$ cat src/rtl/led_seq_ctrl_if.sv
// Control/status bundle between a pattern-sequencer host and led_seq_ctrl.
// The host drives start/stop/mode requests; the sequencer returns status and LED drives.
interface led_seq_ctrl_if;
  logic       start;
  logic       stop;
  logic [1:0] mode;
  logic       mode_load;
  logic       busy;
  logic       step_tick;
  logic       LED2;
  logic       LED3;
  logic       LED4;
  logic       LED5;

  modport master (
    output start, stop, mode, mode_load,
    input  busy, step_tick, LED2, LED3, LED4, LED5
  );

  modport slave (
    input  start, stop, mode, mode_load,
    output busy, step_tick, LED2, LED3, LED4, LED5
  );
endinterface

$ cat src/rtl/led_seq_ctrl.sv
// Four-LED pattern sequencer: prescaled step tick, RUN/PAUSE/IDLE control and
// tick-aligned mode switching so every LED transition lands on a step boundary.
module led_seq_ctrl #(
  parameter int TICK_DIV = 13_500_000
) (
  input  logic          iclk,
  input  logic          rst_i,
  led_seq_ctrl_if.slave bus
);

  localparam int PW = (TICK_DIV > 2) ? $clog2(TICK_DIV) : 1;
  localparam logic [PW-1:0] LAST = PW'(TICK_DIV - 1);

  typedef enum logic [1:0] {IDLE, RUN, PAUSE} state_t;

  state_t        state;
  logic [PW-1:0] presc;
  logic [3:0]    led;
  logic [1:0]    act_mode;
  logic [1:0]    pend_mode;
  logic          pend_flag;
  logic          dir_left;
  logic          busy;
  logic          step_tick;

  logic          tick;
  logic [1:0]    eff_mode;
  logic          eff_flag;
  logic [3:0]    nxt_led;

  function automatic logic [3:0] init_pat(input logic [1:0] m);
    case (m)
      2'd1, 2'd2: return 4'b1000;
      default:    return 4'b0000;
    endcase
  endfunction

  function automatic logic [3:0] step_pat(input logic [1:0] m, input logic [3:0] cur,
                                          input logic left);
    case (m)
      2'd0:    return cur + 4'd1;
      2'd1:    return {cur[0], cur[3:1]};
      2'd2:    return left ? {cur[2:0], 1'b0} : {1'b0, cur[3:1]};
      default: return ~cur;
    endcase
  endfunction

  assign tick     = (state == RUN) && (presc == LAST);
  // A load in the same cycle as start takes priority over the stored pending mode.
  assign eff_mode = bus.mode_load ? bus.mode : pend_mode;
  assign eff_flag = bus.mode_load | pend_flag;
  assign nxt_led  = step_pat(act_mode, led, dir_left);

  always_ff @(posedge iclk) begin
    if (rst_i) begin
      state     <= IDLE;
      presc     <= '0;
      led       <= 4'b0000;
      act_mode  <= 2'd0;
      pend_mode <= 2'd0;
      pend_flag <= 1'b0;
      dir_left  <= 1'b0;
      busy      <= 1'b0;
      step_tick <= 1'b0;
    end else begin
      step_tick <= 1'b0;
      if (bus.mode_load) begin
        pend_mode <= bus.mode;
        pend_flag <= 1'b1;
      end
      case (state)
        IDLE: begin
          if (bus.start && !bus.stop) begin
            state     <= RUN;
            busy      <= 1'b1;
            act_mode  <= eff_mode;
            led       <= init_pat(eff_mode);
            dir_left  <= 1'b0;
            presc     <= '0;
            pend_flag <= 1'b0;
          end
        end
        RUN: begin
          if (bus.stop) begin
            // Prescaler freezes here so a resume finishes the interrupted interval.
            state <= PAUSE;
          end else if (tick) begin
            presc     <= '0;
            step_tick <= 1'b1;
            if (pend_flag) begin
              act_mode  <= pend_mode;
              led       <= init_pat(pend_mode);
              dir_left  <= 1'b0;
              pend_flag <= bus.mode_load;
            end else begin
              led <= nxt_led;
              if (act_mode == 2'd2) begin
                if (nxt_led == 4'b0001)      dir_left <= 1'b1;
                else if (nxt_led == 4'b1000) dir_left <= 1'b0;
              end
            end
          end else begin
            presc <= presc + 1'b1;
          end
        end
        PAUSE: begin
          if (bus.stop) begin
            state <= IDLE;
            busy  <= 1'b0;
            led   <= 4'b0000;
            presc <= '0;
          end else if (bus.start) begin
            state <= RUN;
            if (eff_flag) begin
              act_mode  <= eff_mode;
              led       <= init_pat(eff_mode);
              dir_left  <= 1'b0;
              presc     <= '0;
              pend_flag <= 1'b0;
            end
          end
        end
        default: begin
          state <= IDLE;
          busy  <= 1'b0;
          led   <= 4'b0000;
          presc <= '0;
        end
      endcase
    end
  end

  assign bus.busy      = busy;
  assign bus.step_tick = step_tick;
  assign bus.LED2      = led[3];
  assign bus.LED3      = led[2];
  assign bus.LED4      = led[1];
  assign bus.LED5      = led[0];

endmodule

$ cat src/flat_wrapper.sv
// flat-port wrapper written by rule: the top's interface ports become plain ports
module led_seq_ctrl_flat 
#(
  parameter int TICK_DIV = 13_500_000
)
  (iclk, rst_i, bus_start, bus_stop, bus_mode, bus_mode_load, bus_busy, bus_step_tick, bus_LED2, bus_LED3, bus_LED4, bus_LED5);
  led_seq_ctrl_if bus_i ();
  input  logic iclk;
  input  logic rst_i;
  input wire logic [$bits(bus_i.start)-1:0] bus_start;
  input wire logic [$bits(bus_i.stop)-1:0] bus_stop;
  input wire logic [$bits(bus_i.mode)-1:0] bus_mode;
  input wire logic [$bits(bus_i.mode_load)-1:0] bus_mode_load;
  output wire logic [$bits(bus_i.busy)-1:0] bus_busy;
  output wire logic [$bits(bus_i.step_tick)-1:0] bus_step_tick;
  output wire logic [$bits(bus_i.LED2)-1:0] bus_LED2;
  output wire logic [$bits(bus_i.LED3)-1:0] bus_LED3;
  output wire logic [$bits(bus_i.LED4)-1:0] bus_LED4;
  output wire logic [$bits(bus_i.LED5)-1:0] bus_LED5;
  assign bus_i.start = bus_start;
  assign bus_i.stop = bus_stop;
  assign bus_i.mode = bus_mode;
  assign bus_i.mode_load = bus_mode_load;
  assign bus_busy = bus_i.busy;
  assign bus_step_tick = bus_i.step_tick;
  assign bus_LED2 = bus_i.LED2;
  assign bus_LED3 = bus_i.LED3;
  assign bus_LED4 = bus_i.LED4;
  assign bus_LED5 = bus_i.LED5;
  led_seq_ctrl #(.TICK_DIV(TICK_DIV)) u_core (.iclk(iclk), .rst_i(rst_i), .bus(bus_i));
endmodule
$ cat config.mk
export PLATFORM = sky130hd
export DESIGN_NAME = led_seq_ctrl_flat
export DESIGN_NICKNAME = d
export VERILOG_FILES = /design/src/rtl/led_seq_ctrl_if.sv /design/src/rtl/led_seq_ctrl.sv /design/src/flat_wrapper.sv
export SDC_FILE = /design/constraint.sdc
export NUM_CORES = 1
export LEC_CHECK = 0
export CORE_MARGIN = 5
export CORE_UTILIZATION = 60
export CTS_CLUSTER_DIAMETER = 80
export DETAILED_ROUTE_END_ITERATION = 16
export HOLD_SLACK_MARGIN = 0.12
export PLACE_DENSITY = 0.86
export SLEW_MARGIN = 10
export SYNTH_ARGS = -nofsm -noshare
export SYNTH_HDL_FRONTEND = slang
export SYNTH_SLANG_ARGS = --single-unit
$ cat constraint.sdc
create_clock -name iclk -period 2.95 [get_ports iclk]
set_input_delay 0.59 -clock iclk [delete_from_list [all_inputs] [get_ports iclk]]
set_output_delay 0.59 -clock iclk [all_outputs]
set_load 0.01 [all_outputs]
* Yosys cells after proc, flatten, opt, wreduce, memory -nomap -nowiden *
Cells that the tools add are included.

storage, ports and cells
  memory bits (read-only) = 0
  latch bits = 0
  register bits after elaboration = 38
  memories kept = 0
  word-level logic and storage cells = 110
  output and inout bits = 6
  bits of input ports = 7
  RAM bits = 0

cells by class
  reductions and logical operators = 15
  add/sub/neg operators = 2
  bitwise gates (word level) = 3
  equal/unequal tests = 24
  shift-type cells = 0
  magnitude comparators = 0
  div/mod/pow operators = 0
  muxes and demuxes = 57
  $mul = 0

operators with widths
  cell                                                                      count
  24-bit two-way mux                                                        6
  24-bit case mux with 3 select lines                                       1
  4-bit two-way mux                                                         10
  24-bit by 1-bit adder with 24-bit output (second input constant)          1
  24-bit == test (second input constant)                                    1
  2-bit two-way mux                                                         12
  4-bit case mux with 3 select lines                                        2
  1-bit two-way mux                                                         21
  2-bit case mux with 3 select lines                                        2
  2-bit inequality test (second input constant)                             5
  1-bit case mux with 3 select lines                                        3
  9-bit AND reduction                                                       1
  2-bit by 1-bit == test with 1-bit output (second input constant)          4
  2-bit == test (second input constant)                                     4
  2-bit by 1-bit inequality test with 1-bit output (second input constant)  4
  8-bit AND reduction                                                       1
  3-bit by 2-bit inequality test with 1-bit output (second input constant)  2
  3-bit AND reduction                                                       2
  5-bit AND reduction                                                       1
  4-bit by 1-bit adder with 4-bit output (second input constant)            1
  4-bit by 1-bit == test with 1-bit output (second input constant)          1
  4-bit == test (second input constant)                                     1
  2-bit logical NOT                                                         2
  4-bit by 3-bit inequality test with 1-bit output (second input constant)  1
  other kinds (10)                                                          12

* Longest topological paths before layout *
  word-level depth = 10
  gate-level depth with buffers = 9
  depth with buffers taken out = 7

* Least setup slack after synthesis *
OpenSTA, ideal clock, no wires.

  path type = input to register
  start point = input port bus_mode_load
  end point = register u_core.dir_left
  arrival = 1,623 ps
  buffers on the path = 0
  setup slack = 1,252 ps
  library setup time = 75 ps
  required time = 2,875 ps
  stages = 6
  cell sequence = nor2_1 > o21ai_1 > o211a_1 > a21boi_1 > or3b_2 > o22ai_1

on the way
  longest elaborated chain between the ends = 3

RTL lines
  what                                                               RTL line            text
  start, declared                                                    flat_wrapper.sv:13  input wire logic [$bits(bus_i.mode_load)-1:0] bus_mode_load;
  1-bit OR                                                           led_seq_ctrl.sv:51  assign eff_flag = bus.mode_load | pend_flag;
  2-bit by 1-bit inequality test with 1-bit output (no source line)  --
  9-bit AND reduction (no source line)                               --
  end signal, assigned                                               led_seq_ctrl.sv:62  dir_left <= 1'b0;
  end signal, assigned                                               led_seq_ctrl.sv:78  dir_left <= 1'b0;
  end signal, assigned                                               led_seq_ctrl.sv:93  dir_left <= 1'b0;
  end, declared                                                      led_seq_ctrl.sv:22  logic dir_left;

Every way passes these cells.
A chain may end at the register's enable or synchronous reset.

* Worst setup path in the final report *
  start point = input port bus_start
  end point = register u_core.presc[18]

on the way
  longest elaborated chain between the ends = 3
  elaborated cells between the ends (all ways) = 4
  classes of those cells = eq/ne: 2; reduce/logical: 2

RTL lines
  what                                                               RTL line             text
  start, declared                                                    flat_wrapper.sv:10   input wire logic [$bits(bus_i.start)-1:0] bus_start;
  1-bit logical AND                                                  led_seq_ctrl.sv:73   if (bus.start && !bus.stop) begin
  2-bit by 1-bit inequality test with 1-bit output (no source line)  --
  4-bit AND reduction (no source line) (*)                           --
  end signal, assigned                                               led_seq_ctrl.sv:103  presc <= presc + 1'b1;
  end, declared                                                      led_seq_ctrl.sv:17   logic [PW-1:0] presc;

Mark *: on every way between the ends. The rest lies on a longest branch, timed or not.

==> flow_summary.toml <==
[clock_network]
ctsRootBufferMaster = "clkbuf_4"
insertion_delay_ps = 360
numCtsBuffers = 5
post_cts_resized = 0
cts.clk_slew.worst_paths_ps = 110
post_cts_buffers = 0
htreeDepth = 2
cts_tree = "done"
cts_sinks = 38
hold_buffers = 0
cts_buffer_depth = 2

[synthesis]
netlist_area_um2 = 2032
synth_edf_count = 0
syn_avg_cell_area_um2 = 8.610
synth-seq-cells = 38
synthFlopType = "dfxtp_1"
postSynthNetCount = 245
syn_inst = 236
ys_types = 57
async_reset_ff_share_pct = 0
yosysSeqAreaShare_pct = 37.44
yosys_warnings = 0

[worst_hold_path]
worstHoldStart = "u_core.presc[1]$_SDFFE_PP0P_"
hold-path-cell-count = 2
hold_class = "reg -> reg"
min_to = "u_core.presc[1]$_SDFFE_PP0P_"

[sta]
rsz0062_at_grt = "false"
finalCritPeriodShare_pct = 70.57
finalSetupViolCount = 0
fin_crit_ps = 2082
fmax_mhz = 480.3
fin_skew_ps = 9.662
tightest_slew_ps = 532.5
timing.setup.tns_ps = 0
final_hold_viol_count = 0
slew_headroom_pct = 64.39
finalWorstSetupSlack_ps = 868.1
slew_violations = 0

[worst_setup_path]
ff2ff_setup_slack_ps = 900
r2r_cells = 8
worst_setup_path_start_kind = "input port"
crit_slowest_cell = "clkdlybuf4s50_1"
critical_path.max_stage_delay_ps = 550
cp.arrival_ps = 2320
r2r_start = "u_core.presc[0]$_SDFFE_PP0P_"
critPathTopFamily = "buffers and inverters"
required_ps = 3190
path_buf_inv = 3
crit_type = "in -> reg"
cp_max_fo = 24
end_kind = "register"
rr_endpoint = "u_core.presc[18]$_SDFFE_PP0P_"
crit_cells = 8
path_cells = "clkdlybuf4s50_1, inv_1, o21ai_2, nand2_1, a21oi_4, or2_1, buf_4, nor2_1"

[floorplan]
die_y_um = 68.20
start_util_pct = 61.38
fp-row-count = 21
core_area_um2 = 3311
io_pins = 13
die_area_um2 = 4651
die_x_um = 68.20

[job]
drv_cap = 0

[run_status]
status = "finished, final reports clean"

[detailed_routing]
wl_per_cell_um = 13.32
highest_layer = "met4"
route.met2.wl_um = 1808
vias = 1661
ant_nets = 0
wl_met1_um = 1889
vias_per_cell = 5.650
drc = 0
drt_pass1_iterations = 4
drtIter0Drc = 110
wl_met3_um = 131
drt_wl_total_um = 3915

[layout]
final_nets = 256
layout_common_cells = "nor2_1, dfxtp_1, nand2_1"
fin_util_pct = 67.46
fillers = 281
diodes = 0
areaGrowthSynthToFinish_pct = 9.914
drive_above_1_share_pct = 6.855
stdcell_count = 294
final_common_cell = "nor2_1"

[power_and_ir_drop]
ir_worst_vdd_uv = 301.8
finalPower_uw = 986.6
p_leak_nw = 0.7727
cellPowerDensity_nw_per_um2 = 441.8

[global_routing]
track_usage_pct = 20.11
antenna_found_initial = 0
grt_pass1_vias = 1618
grt_max_degree = 25
grt_first_pass_wirelength_um = 6989
grt_overflow = 0

[place]
dpl_worst_slack_ps = 504.3
port_buffers = 12
dp_hpwl_um = 2755
place.gp.congestion = 0.8024
placed_cells = 286
==> how the worst max path moves through the flow <==
stage                            startpoint                            end  slack [ps]
5_1_grt        u_core.presc[0]$_SDFFE_PP0P_  u_core.presc[18]$_SDFFE_PP0P_         710
2_1_floorplan                 bus_mode_load   u_core.dir_left$_SDFFE_PP0P_        1250
4_1_cts                       bus_mode_load  u_core.presc[18]$_SDFFE_PP0P_         880
6_report                          bus_start  u_core.presc[18]$_SDFFE_PP0P_         870
3_5_place_dp                  bus_mode_load  u_core.presc[18]$_SDFFE_PP0P_         500
3_3_place_gp                  bus_mode_load  u_core.presc[23]$_SDFFE_PP0P_         530
==> cell families (layout without fill, tap and decap cells) <==
logic type / count (synthesis) / after routing / synth area share [%]
compound gates: 31 / 31 / 11.27
xor+xnor: 27 / 27 / 11.64
fa+ha+maj: 2 / 2 / 1.231
buf+inv: 14 / 26 / 3.818
flops: 38 / 38 / 37.44
mux: 7 / 7 / 3.756
simple gates: 117 / 117 / 30.85
==> routing by layer <==
metal	vias up	GRT usage, %
li1	855	-
met4	0	10.67
met1	779	23.81
met5	-	0
met2	19	32.85
met3	8	5.583
==> flip-flops by register name, indices dropped and copies added, names as in the netlist <==
signal / flops
u_core.presc: 24
u_core.led: 4
u_core.act_mode: 2
u_core.pend_mode: 2
u_core.state: 2
u_core.bus.busy: 1
u_core.bus.step_tick: 1
u_core.dir_left: 1
u_core.pend_flag: 1
==> power breakdown <==
| group | internal, mW | switching [mW] | total, mW |
|---|---|---|---|
| clock | 0.180 | 0.165 | 0.345 |
| combinational | 0.0474 | 0.0564 | 0.104 |
| sequential | 0.523 | 0.0152 | 0.538 |
| total | 0.750 | 0.237 | 0.987 |
==> stage by stage <==
step                hold WS (ps)  instance area, um2
finish                     488.0                2233
global route               518.9                2233
CTS                        484.6                2233
detailed placement         468.7                2158
global placement           469.4                2158
floorplan                  446.7                2032
==> tightest hold or removal path, delay by kind of cell (launching register included) <==
kind	cells	cell delay (ps)
AOI/OAI and AO/OA	1	50
DFF	1	340
and+or+nand+nor	1	60
==> cell usage after synthesis (2+ instances only) <==
master | n | area, um2
and4_1 | 5 | 43.79
nor4_1 | 2 | 12.51
nand4b_1 | 3 | 26.28
nor3_1 | 2 | 10.01
buf_6 | 2 | 22.52
nand2_1 | 20 | 75.07
dfxtp_1 | 38 | 760.7
inv_1 | 5 | 18.77
nand3_1 | 9 | 45.04
a21oi_1 | 5 | 25.02
nand2b_1 | 8 | 50.05
nor2_1 | 41 | 153.9
and2_1 | 2 | 12.51
o21ai_0 | 5 | 25.02
and3_1 | 3 | 18.77
mux2i_1 | 5 | 50.05
a311oi_1 | 2 | 17.52
buf_2 | 5 | 25.02
xnor2_1 | 10 | 87.58
nand4_1 | 9 | 56.30
o21ai_1 | 2 | 10.01
ha_1 | 2 | 25.02
xor2_1 | 17 | 148.9
==> final cells by class <==
| class | count | area, um2 | share of cell area [%] |
|---|---|---|---|
| repair buffers | 13 | 127.6 | 5.714 |
| clock inverters | 1 | 30.03 | 1.345 |
| inverters | 5 | 18.77 | 0.8403 |
| flip-flops and latches | 38 | 760.7 | 34.06 |
| well taps | 46 | 57.56 | 2.577 |
| multi-input cells | 184 | 1194 | 53.45 |
| clock buffers | 7 | 45.04 | 2.017 |
(Power assumes the default switching activity.)
